===== config.mk =====
export PLATFORM = sky130hd
export DESIGN_NAME = uart_rx_framer
export DESIGN_NICKNAME = d
export VERILOG_FILES = /design/src/rtl/uart_pkg.sv /design/src/rtl/uart_sync.sv /design/src/rtl/uart_rx_framer.sv
export SDC_FILE = /design/constraint.sdc
export NUM_CORES = 1
export LEC_CHECK = 0
export ABC_AREA = 1
export CAP_MARGIN = 10
export CELL_PAD_IN_SITES_DETAIL_PLACEMENT = 0
export CELL_PAD_IN_SITES_GLOBAL_PLACEMENT = 2
export CORE_MARGIN = 2
export CORE_UTILIZATION = 34
export CTS_BUF_LIST = sky130_fd_sc_hd__clkbuf_4 sky130_fd_sc_hd__clkbuf_8
export DETAILED_ROUTE_END_ITERATION = 6
export PLACE_DENSITY_LB_ADDON = 0.3
export SETUP_SLACK_MARGIN = 0.15
export SYNTH_ARGS = -nofsm -noshare
export SYNTH_HDL_FRONTEND = slang
export SYNTH_HIERARCHICAL = 1
export SYNTH_SLANG_ARGS = --single-unit

===== constraint.sdc =====
create_clock -name clk -period 1.9 [get_ports clk]
set_input_delay 0.285 -clock clk [delete_from_list [all_inputs] [get_ports clk]]
set_output_delay 0.285 -clock clk [all_outputs]
set_load 0.005 [all_outputs]

===== src/rtl/uart_pkg.sv =====
`default_nettype none
// ============================================================================
// Module  : uart_pkg
// Purpose : Shared UART definitions. LCR field positions, word-length and
//           parity-mode encodings, receiver state type and small helpers.
// Ports   : none (package)
// Rev     : 1.0  initial release
// ============================================================================
package uart_pkg;

  // Line Control Register field positions
  localparam int c_lcr_wls_lsb = 0;  // word length select [1:0]
  localparam int c_lcr_wls_msb = 1;
  localparam int c_lcr_stb     = 2;  // 1.5/2 stop bits (transmit side only)
  localparam int c_lcr_pen     = 3;  // parity enable
  localparam int c_lcr_eps     = 4;  // even parity select
  localparam int c_lcr_sp      = 5;  // stick parity

  typedef enum logic [1:0] {
    WLS_5 = 2'd0,
    WLS_6 = 2'd1,
    WLS_7 = 2'd2,
    WLS_8 = 2'd3
  } wls_t;

  // Encoded as {SP, EPS}
  typedef enum logic [1:0] {
    PAR_ODD    = 2'b00,
    PAR_EVEN   = 2'b01,
    PAR_STICK1 = 2'b10,
    PAR_STICK0 = 2'b11
  } par_mode_t;

  typedef enum logic [2:0] {
    IDLE   = 3'd0,
    START  = 3'd1,
    DATA   = 3'd2,
    PARITY = 3'd3,
    STOP   = 3'd4
  } rx_state_t;

  // Number of data bits (5..8) for a word-length code
  function automatic logic [3:0] wls_to_bits(input wls_t wls);
    return 4'd5 + {2'b00, wls};
  endfunction

  // High when received data d and parity bit p disagree with the mode.
  // d must already be zero above the word length.
  function automatic logic parity_error(input par_mode_t mode,
                                        input logic [7:0] d,
                                        input logic       p);
    logic w_err;
    case (mode)
      PAR_ODD:    w_err = ~(^d ^ p);
      PAR_EVEN:   w_err = (^d ^ p);
      PAR_STICK1: w_err = ~p;
      default:    w_err = p;
    endcase
    return w_err;
  endfunction

endpackage
`default_nettype wire


===== src/rtl/uart_sync.sv =====
`default_nettype none
// ============================================================================
// Module  : uart_sync
// Purpose : Metastability synchronizer for an asynchronous level input.
//           Flops reset to 1 so an idle-high line never looks active after
//           reset.
// Ports   : clk   - system clock
//           rst_n - asynchronous active-low reset
//           d     - asynchronous input
//           q     - synchronized output
// Rev     : 1.0  initial release
// ============================================================================
module uart_sync #(
  parameter int SYNC_STAGES = 2
) (
  input  logic clk,
  input  logic rst_n,
  input  logic d,
  output logic q
);

  generate
    if (SYNC_STAGES <= 1) begin : g_single
      logic r_q;
      always_ff @(posedge clk or negedge rst_n) begin
        if (!rst_n) r_q <= 1'b1;
        else        r_q <= d;
      end
      assign q = r_q;
    end else begin : g_chain
      logic [SYNC_STAGES-1:0] r_chain;
      always_ff @(posedge clk or negedge rst_n) begin
        if (!rst_n) r_chain <= '1;
        else        r_chain <= {r_chain[SYNC_STAGES-2:0], d};
      end
      assign q = r_chain[SYNC_STAGES-1];
    end
  endgenerate

endmodule
`default_nettype wire


===== src/rtl/uart_rx_framer.sv =====
`default_nettype none
// ============================================================================
// Module  : uart_rx_framer
// Purpose : 16550A-compatible receive deframer. Oversamples rxd, reassembles
//           5-8 data bits LSB-first, checks parity and the first stop bit,
//           and detects break.
// Ports   : clk         - system clock
//           rst_n       - asynchronous active-low reset
//           baud_tick   - one-clk enable, OVERSAMPLE per bit time
//           lcr[7:0]    - Line Control Register (bits [5:0] used)
//           rxd         - serial input, idle high
//           rx_valid    - one-clk pulse when a frame completes
//           rx_data     - received character, zero above word length
//           parity_err  - parity check result, valid with rx_valid
//           framing_err - stop bit sampled 0, valid with rx_valid
//           break_det   - data/parity/stop all 0, valid with rx_valid
//           busy        - receiver not in IDLE
// Rev     : 1.0  initial release
// ============================================================================
module uart_rx_framer
  import uart_pkg::*;
#(
  parameter int OVERSAMPLE  = 16,
  parameter int SYNC_STAGES = 2
) (
  input  logic       clk,
  input  logic       rst_n,
  input  logic       baud_tick,
  input  logic [7:0] lcr,
  input  logic       rxd,
  output logic       rx_valid,
  output logic [7:0] rx_data,
  output logic       parity_err,
  output logic       framing_err,
  output logic       break_det,
  output logic       busy
);

  localparam int TW = (OVERSAMPLE <= 2) ? 1 : $clog2(OVERSAMPLE);
  localparam logic [TW-1:0] c_half_m1 = TW'(OVERSAMPLE / 2 - 1);
  localparam logic [TW-1:0] c_full_m1 = TW'(OVERSAMPLE - 1);
  localparam logic [TW-1:0] c_tick_one = TW'(1);

  logic            rxs;
  rx_state_t       r_state;
  logic [TW-1:0]   r_tick_cnt;
  logic [2:0]      r_bit_cnt;
  logic [5:0]      r_shadow;
  logic [7:0]      r_shift;
  logic            r_par;
  logic            r_need_high;
  logic            r_valid;
  logic [7:0]      r_data;
  logic            r_perr;
  logic            r_ferr;
  logic            r_brk;
  logic            r_busy;

  logic [3:0]      w_nbits;
  logic [3:0]      w_nbits_m1;
  logic [7:0]      w_mask;
  logic            w_pen;
  par_mode_t       w_mode;
  logic            w_sample;
  logic            w_last_bit;
  logic            w_perr;
  logic            w_brk;
  logic            w_unused;

  uart_sync #(
    .SYNC_STAGES (SYNC_STAGES)
  ) u_sync (
    .clk   (clk),
    .rst_n (rst_n),
    .d     (rxd),
    .q     (rxs)
  );

  // Frame format comes from the shadow copy taken at the start edge
  assign w_nbits    = wls_to_bits(wls_t'(r_shadow[c_lcr_wls_msb:c_lcr_wls_lsb]));
  assign w_nbits_m1 = w_nbits - 4'd1;
  assign w_mask     = 8'hFF >> (4'd8 - w_nbits);
  assign w_pen      = r_shadow[c_lcr_pen];
  assign w_mode     = par_mode_t'({r_shadow[c_lcr_sp], r_shadow[c_lcr_eps]});

  // Mid-bit point for every bit after the start bit: the counter is cleared
  // at the start-bit midpoint, so a full bit time later is mid-bit again.
  assign w_sample   = (r_tick_cnt == c_full_m1);
  assign w_last_bit = ({1'b0, r_bit_cnt} == w_nbits_m1);

  // r_shift is cleared at frame start, so unreceived upper bits are 0
  assign w_perr = w_pen ? parity_error(w_mode, r_shift, r_par) : 1'b0;
  assign w_brk  = (r_shift == 8'h00) && (!w_pen || !r_par) && !rxs;

  // Stop-bit count and LCR[7:6] have no effect on reception
  assign w_unused = ^{lcr[7:6], r_shadow[c_lcr_stb]};

  always_ff @(posedge clk or negedge rst_n) begin
    if (!rst_n) begin
      r_state     <= IDLE;
      r_tick_cnt  <= '0;
      r_bit_cnt   <= 3'd0;
      r_shadow    <= 6'd0;
      r_shift     <= 8'h00;
      r_par       <= 1'b0;
      r_need_high <= 1'b0;
      r_valid     <= 1'b0;
      r_data      <= 8'h00;
      r_perr      <= 1'b0;
      r_ferr      <= 1'b0;
      r_brk       <= 1'b0;
      r_busy      <= 1'b0;
    end else begin
      r_valid <= 1'b0;
      if (baud_tick) begin
        case (r_state)
          IDLE: begin
            if (r_need_high) begin
              // After a break/framing error the line must return high
              // before another start bit is accepted.
              if (rxs) r_need_high <= 1'b0;
            end else if (!rxs) begin
              r_state    <= START;
              r_busy     <= 1'b1;
              r_tick_cnt <= '0;
              r_shadow   <= lcr[5:0];
            end
          end

          START: begin
            if (r_tick_cnt == c_half_m1) begin
              r_tick_cnt <= '0;
              if (rxs) begin
                // Line went back high before mid-bit: glitch, not a start
                r_state <= IDLE;
                r_busy  <= 1'b0;
              end else begin
                r_state   <= DATA;
                r_bit_cnt <= 3'd0;
                r_shift   <= 8'h00;
              end
            end else begin
              r_tick_cnt <= r_tick_cnt + c_tick_one;
            end
          end

          DATA: begin
            r_tick_cnt <= w_sample ? '0 : r_tick_cnt + c_tick_one;
            if (w_sample) begin
              r_shift[r_bit_cnt] <= rxs;
              r_bit_cnt          <= r_bit_cnt + 3'd1;
              if (w_last_bit) r_state <= w_pen ? PARITY : STOP;
            end
          end

          PARITY: begin
            r_tick_cnt <= w_sample ? '0 : r_tick_cnt + c_tick_one;
            if (w_sample) begin
              r_par   <= rxs;
              r_state <= STOP;
            end
          end

          STOP: begin
            r_tick_cnt <= w_sample ? '0 : r_tick_cnt + c_tick_one;
            if (w_sample) begin
              r_valid     <= 1'b1;
              r_data      <= r_shift & w_mask;
              r_perr      <= w_perr;
              r_ferr      <= !rxs;
              r_brk       <= w_brk;
              r_need_high <= !rxs;  // break implies stop sampled low
              r_state     <= IDLE;
              r_busy      <= 1'b0;
            end
          end

          default: begin
            r_state <= IDLE;
            r_busy  <= 1'b0;
          end
        endcase
      end
    end
  end

  assign rx_valid    = r_valid;
  assign rx_data     = r_data;
  assign parity_err  = r_perr;
  assign framing_err = r_ferr;
  assign break_det   = r_brk;
  assign busy        = r_busy;

endmodule
`default_nettype wire


[Word level (Yosys, flattened, before mapping)]
Cells that the tools add are included.
W data, S select, Z words.
Word-level totals
  memory bits (writable): 0
  memories kept: 0
  latch bits: 0
  output and inout port bits: 13
  register bits after elaboration: 41
  ROM bits: 0
Cells by class
  bitwise logic cells: 7
  mux-type cells: 41
  $add $sub $neg: 5
  shift-type cells: 1
  $lt $le $gt $ge: 2
  $mul: 0
  divide/modulo/power cells: 0
  equal/unequal tests: 18
  reductions and logical operators: 24
Operators with widths (count)
  $mux W3: 11
  $mux W8: 3
  $mux W4: 4
  $ne A2 B2 Y1 const B: 8
  $pmux W8 S2: 1
  $pmux W3 S5: 1
  $mux W1: 13
  $pmux W4 S3: 1
  $reduce_and A3 Y1: 3
  $and A8 B8 Y8: 1
  $bwmux W8: 1
  $logic_not A8 Y1: 1
  $reduce_and A4 Y1: 2
  $reduce_and A8 Y1: 1
  $reduce_xor A8 Y1: 1
  $shr A8 B4 Y8 const A: 1
  $reduce_and A7 Y1: 1
  $eq A3 B2 Y1 const B: 2
  $pmux W3 S2: 1
  $not A1 Y1: 5
  $reduce_and A5 Y1: 1
  $add A3 B2 Y4 const A: 1
  $add A4 B1 Y4 const B: 1
  $eq A3 B4 Y1: 1
  27 further kinds: 32

[Logic depth before layout (Yosys ltp)]
  word-level depth: 7
  gate-level depth with buffers: 12
  depth with buffers taken out: 12

[By module]
The synthesis kept the hierarchy.
By module, submodules not included
  uart_rx_framer: area each 2314.7 um^2, seq. area each 950.9 um^2, instances 1, cells an instance 308
  uart_sync: area each 52.6 um^2, seq. area each 52.6 um^2, instances 1, cells an instance 2

[Worst setup path before layout]
OpenSTA, ideal clock, no wires.
  path kind: flip-flop to flip-flop
  start point: register r_shadow[0]
  end point: register r_state[1]
  required time: 1783 ps
  buffers on the path: 0
  library setup time: 117 ps
  setup slack: 452 ps
  arrival: 1331 ps
  cell stages (with the launch flop): 13
  cells stage by stage: dfrtp_1 inv_1 ha_1 inv_1 nand2_1 nand2_1 nand2_1 nand2_1 nand2_1 nand2_1 nand2_2 nand2_1 nand2_1
Between the ends
  cells in the longest elaborated chain, start to end: 5
RTL lines
  start, declared: RTL line uart_rx_framer.sv:48  | logic [5:0] r_shadow;
  start signal, assigned: RTL line uart_rx_framer.sv:126  | r_shadow <= lcr[5:0];
  $add A3 B2 Y4: RTL line uart_pkg.sv:44  | return 4'd5 + {2'b00, wls};
  $sub A4 B1 Y4: RTL line uart_rx_framer.sv:81  | assign w_nbits_m1 = w_nbits - 4'd1;
  $eq A3 B4 Y1: RTL line uart_rx_framer.sv:89  | assign w_last_bit = ({1'b0, r_bit_cnt} == w_nbits_m1);
  $ne A2 B2 Y1 (no source line)
  $reduce_and A8 Y1 (no source line)
  end signal, assigned: RTL line uart_rx_framer.sv:152  | if (w_last_bit) r_state <= w_pen ? PARITY : STOP;
  end, declared: RTL line uart_rx_framer.sv:45  | rx_state_t r_state;
Every way passes these cells.
A chain may end at the register's enable or synchronous reset.

[Worst setup path after layout]
  start point: register r_tick_cnt[1]
  end point: register r_bit_cnt[0]
Between the ends
  cells in the longest elaborated chain, start to end: 3
RTL lines
  start, declared: RTL line uart_rx_framer.sv:46  | logic [TW-1:0] r_tick_cnt;
  start signal, assigned: RTL line uart_rx_framer.sv:143  | r_tick_cnt <= r_tick_cnt + c_tick_one;
  start signal, assigned: RTL line uart_rx_framer.sv:148  | r_tick_cnt <= w_sample ? '0 : r_tick_cnt + c_tick_one;
  start signal, assigned: RTL line uart_rx_framer.sv:157  | r_tick_cnt <= w_sample ? '0 : r_tick_cnt + c_tick_one;
  $eq A4 B3 Y1 or $eq A4 B4 Y1 (tied branches): RTL line uart_rx_framer.sv:131, uart_rx_framer.sv:88
  $ne A2 B2 Y1 (no source line)
  $reduce_and A5 Y1 (no source line) *
  end signal, assigned: RTL line uart_rx_framer.sv:151  | r_bit_cnt <= r_bit_cnt + 3'd1;
  end, declared: RTL line uart_rx_framer.sv:47  | logic [2:0] r_bit_cnt;
Every way passes the cells marked *; elsewhere a longest branch is shown, timed or not.

==> results.json <==
{
  "clock_skew_ns": 0.00918,
  "pwr-share-clk_pct": 25.3,
  "pin_count": 25,
  "wirelength_um": 5700,
  "synth_nets": 331,
  "pwr-share-comb_pct": 40.7,
  "final_util_pct": 41.6,
  "die_area_um2": 7650,
  "cp_num_cells": 8,
  "antenna_found_initial": 0,
  "initial_utilization_pct": 35.0,
  "ys_warn_count": 6,
  "crit_required_ns": 2.09,
  "rsz0062_at_grt": "false",
  "core_um2": 6760,
  "routedWlPerCell_um": 13.7,
  "fp-row-count": 30,
  "route.detailed.drc": 0,
  "die_w_um": 87.4,
  "reg2reg_to": "r_bit_cnt[0]",
  "routed-via-count": 2063,
  "final_common_cell": "nand2_1",
  "via_per_inst": 4.96,
  "cp_num_buf_inv": 0,
  "crit_path_start_kind": "flop",
  "critPathArrivalTime_ns": 1.76,
  "ctsRootBufferMaster": "clkbuf_8",
  "grt_usage_pct": 16.7,
  "endpoint_kind": "flop",
  "clk_pin_slew_worst_paths_ns": 0.08,
  "setup_viol": 0,
  "leakage_nw": 1.36,
  "cpPeakStageDelay_ns": 0.41,
  "reg2reg_depth": 8,
  "crit_family": "simple AND/OR/NAND/NOR gates",
  "cts_made_buffers": 5,
  "status": "complete, no violations",
  "powerDensity_nw_per_um2": 1170,
  "p_sw_share_pct": 40.8,
  "syn_avg_cell_area_um2": 7.64,
  "tightest_slew_ns": 0.544,
  "hold_slack_ns": 0.0499,
  "synth.yosys.seq_area_share_pct": 42.4,
  "clkSinkCount": 40,
  "fin_tns_setup_ns": 0,
  "grt_overflow": 0,
  "irDropWorstVdd_v": 0.000432,
  "grt_pass1_vias": 2074,
  "grt_max_degree": 41,
  "post_cts_buffers": 0,
  "path_common_cell": "nand2_1",
  "grt_pass1_wl_um": 9960,
  "crit_chain": "ha_2, nand2_1, nor2_2, nor2_1, nor2_4, nand3_2, nand2_1, o21ai_2",
  "finalHoldViolations": 0,
  "drt_iter0_markers": 97,
  "hpwl_um": 4090,
  "finalCritPeriodShare_pct": 82.5,
  "pwr-share-seq_pct": 34.0,
  "htreeDepth": 2,
  "cts_tree": "built",
  "final_nets": 357,
  "detail-route-antenna-nets": 0,
  "clock_latency_ns": 0.29,
  "syn_to_final_growth_pct": 18.8,
  "critPathKind": "flop to flop",
  "power.switching_mw": 1.35,
  "max_slew_margin_pct": 63.7,
  "drive_gt1_share_pct": 13.4,
  "antennaDiodeCount": 0,
  "intPower_mw": 1.96,
  "finalPower_mw": 3.30,
  "slowest_stage": "dfrtp_1",
  "cap_violations": 0,
  "path_max_fanout": 5,
  "portBuffers": 21,
  "r2r_start": "r_tick_cnt[1]",
  "synth.distinct_cells": 32,
  "fmax_mhz": 638,
  "syn_area_um2": 2370,
  "r2r_slack_ns": 0.33,
  "most-common-layout-cells": "nand2_1, dfrtp_1, inv_1",
  "drt_first_pass_iters": 4,
  "gp_congestion": 0.789,
  "syn-instance-count": 310,
  "slew_viol_final": 0,
  "ys_seq_elements": 40,
  "hp-class": "input pin to asynchronous set/reset pin",
  "die_h_um": 87.4,
  "period_needed_ns": 1.57,
  "clockBufferDepth": 2
}
per-layer routing:
metal,track usage [%],wire length [µm],up-vias,part of all wire [%]
li1,-,-,1061,-
met4,5.59,97,0,1.7
met1,22.0,2850,963,50
met5,0,0,-,0
met2,26.9,2560,30,45
met3,3.70,182,9,3.2
state kept, by name, summed over array words and instances, names as in the netlist:
signal / flops
r_bit_cnt: 3
busy: 1
u_sync/g_chain.r_chain: 2
r_shift: 8
rx_valid: 1
r_need_high: 1
framing_err: 1
r_state: 3
r_shadow: 5
break_det: 1
parity_err: 1
r_par: 1
r_tick_cnt: 4
rx_data: 8
metrics by stage:
stage,std cells,cell area [µm²],setup WS (ns)
after floorplan,310,2370,0.452
after global placement,408,2670,0.168
after detailed placement,408,2670,0.115
after CTS,415,2800,0.247
after global routing,416,2810,0.169
final,416,2810,0.332
worst reg2reg max path: stages, from the launching register on:
cell,delay (ns)
dfrtp_1,0.41
ha_2,0.24
nand2_1,0.09
nor2_2,0.14
nor2_1,0.12
nor2_4,0.21
nand3_2,0.12
nand2_1,0.09
o21ai_2,0.05
kinds of logic (layout without fill, tap and decap cells):
kind of cell               after synthesis  count (layout)  share of synthesized area [%]
AOI/OAI and AO/OA                       31              31                           7.45
xor gates and xnor gates                 3               3                           1.11
adders and majority gates                9               9                           4.76
buffers and inverters                   46              71                           8.51
DFF                                     40              40                           42.4
and+or+nand+nor                        181             182                           35.8
cell usage after synthesis, drive strengths merged:
master	n	area, µm²
inv	34	128
o31ai	2	20.0
xor2	2	17.5
nor3	9	50.1
ha	9	113
a21oi	7	38.8
nor2	24	126
o21ai	20	104
buf	9	62.6
nand4	22	138
dfstp	2	52.6
clkbuf	3	11.3
dfrtp	38	951
a21o	1	7.51
xnor2	1	8.76
o22ai	1	6.26
nand3	22	125
nand2	104	408
cell type report:
| type | instances | area, µm² |
|---|---|---|
| well taps | 80 | 100 |
| flip-flops and latches | 40 | 1000 |
| multi-input cells | 225 | 1180 |
| fillers | 708 | 3950 |
| repair buffers | 30 | 273 |
| clock inverters | 2 | 60.1 |
| inverters | 34 | 128 |
| clock buffers | 5 | 68.8 |
power by group through the flow:
| stage | clock (mW) | combinational [mW] | sequential, mW |
|---|---|---|---|
| floorplan | 0 | 1.01 | 1.08 |
| global placement | 0 | 1.31 | 1.14 |
| detailed placement | 0 | 1.31 | 1.14 |
| CTS | 0.849 | 1.32 | 1.13 |
| global route | 0.886 | 1.54 | 1.15 |
| finish | 0.834 | 1.34 | 1.12 |
worst max-delay path by stage:
stage	startpoint	end	slack, ns
after floorplan	r_shadow[0]	r_state[1]	0.45
final	r_tick_cnt[1]	r_bit_cnt[0]	0.33
after CTS	r_shadow[1]	r_state[0]	0.25
after global routing	r_state[0]	r_state[1]	0.17
after global placement	baud_tick	r_state[2]	0.17
after detailed placement	baud_tick	r_state[0]	0.12
what timing repair did:
action / 4_1_cts / 5_1_grt
hold buffers: 0 / 0
gates resized for setup: 0 / 4
endpoints found under the setup margin: 0 / 13
Note: power is estimated with default switching activity, not from simulation.
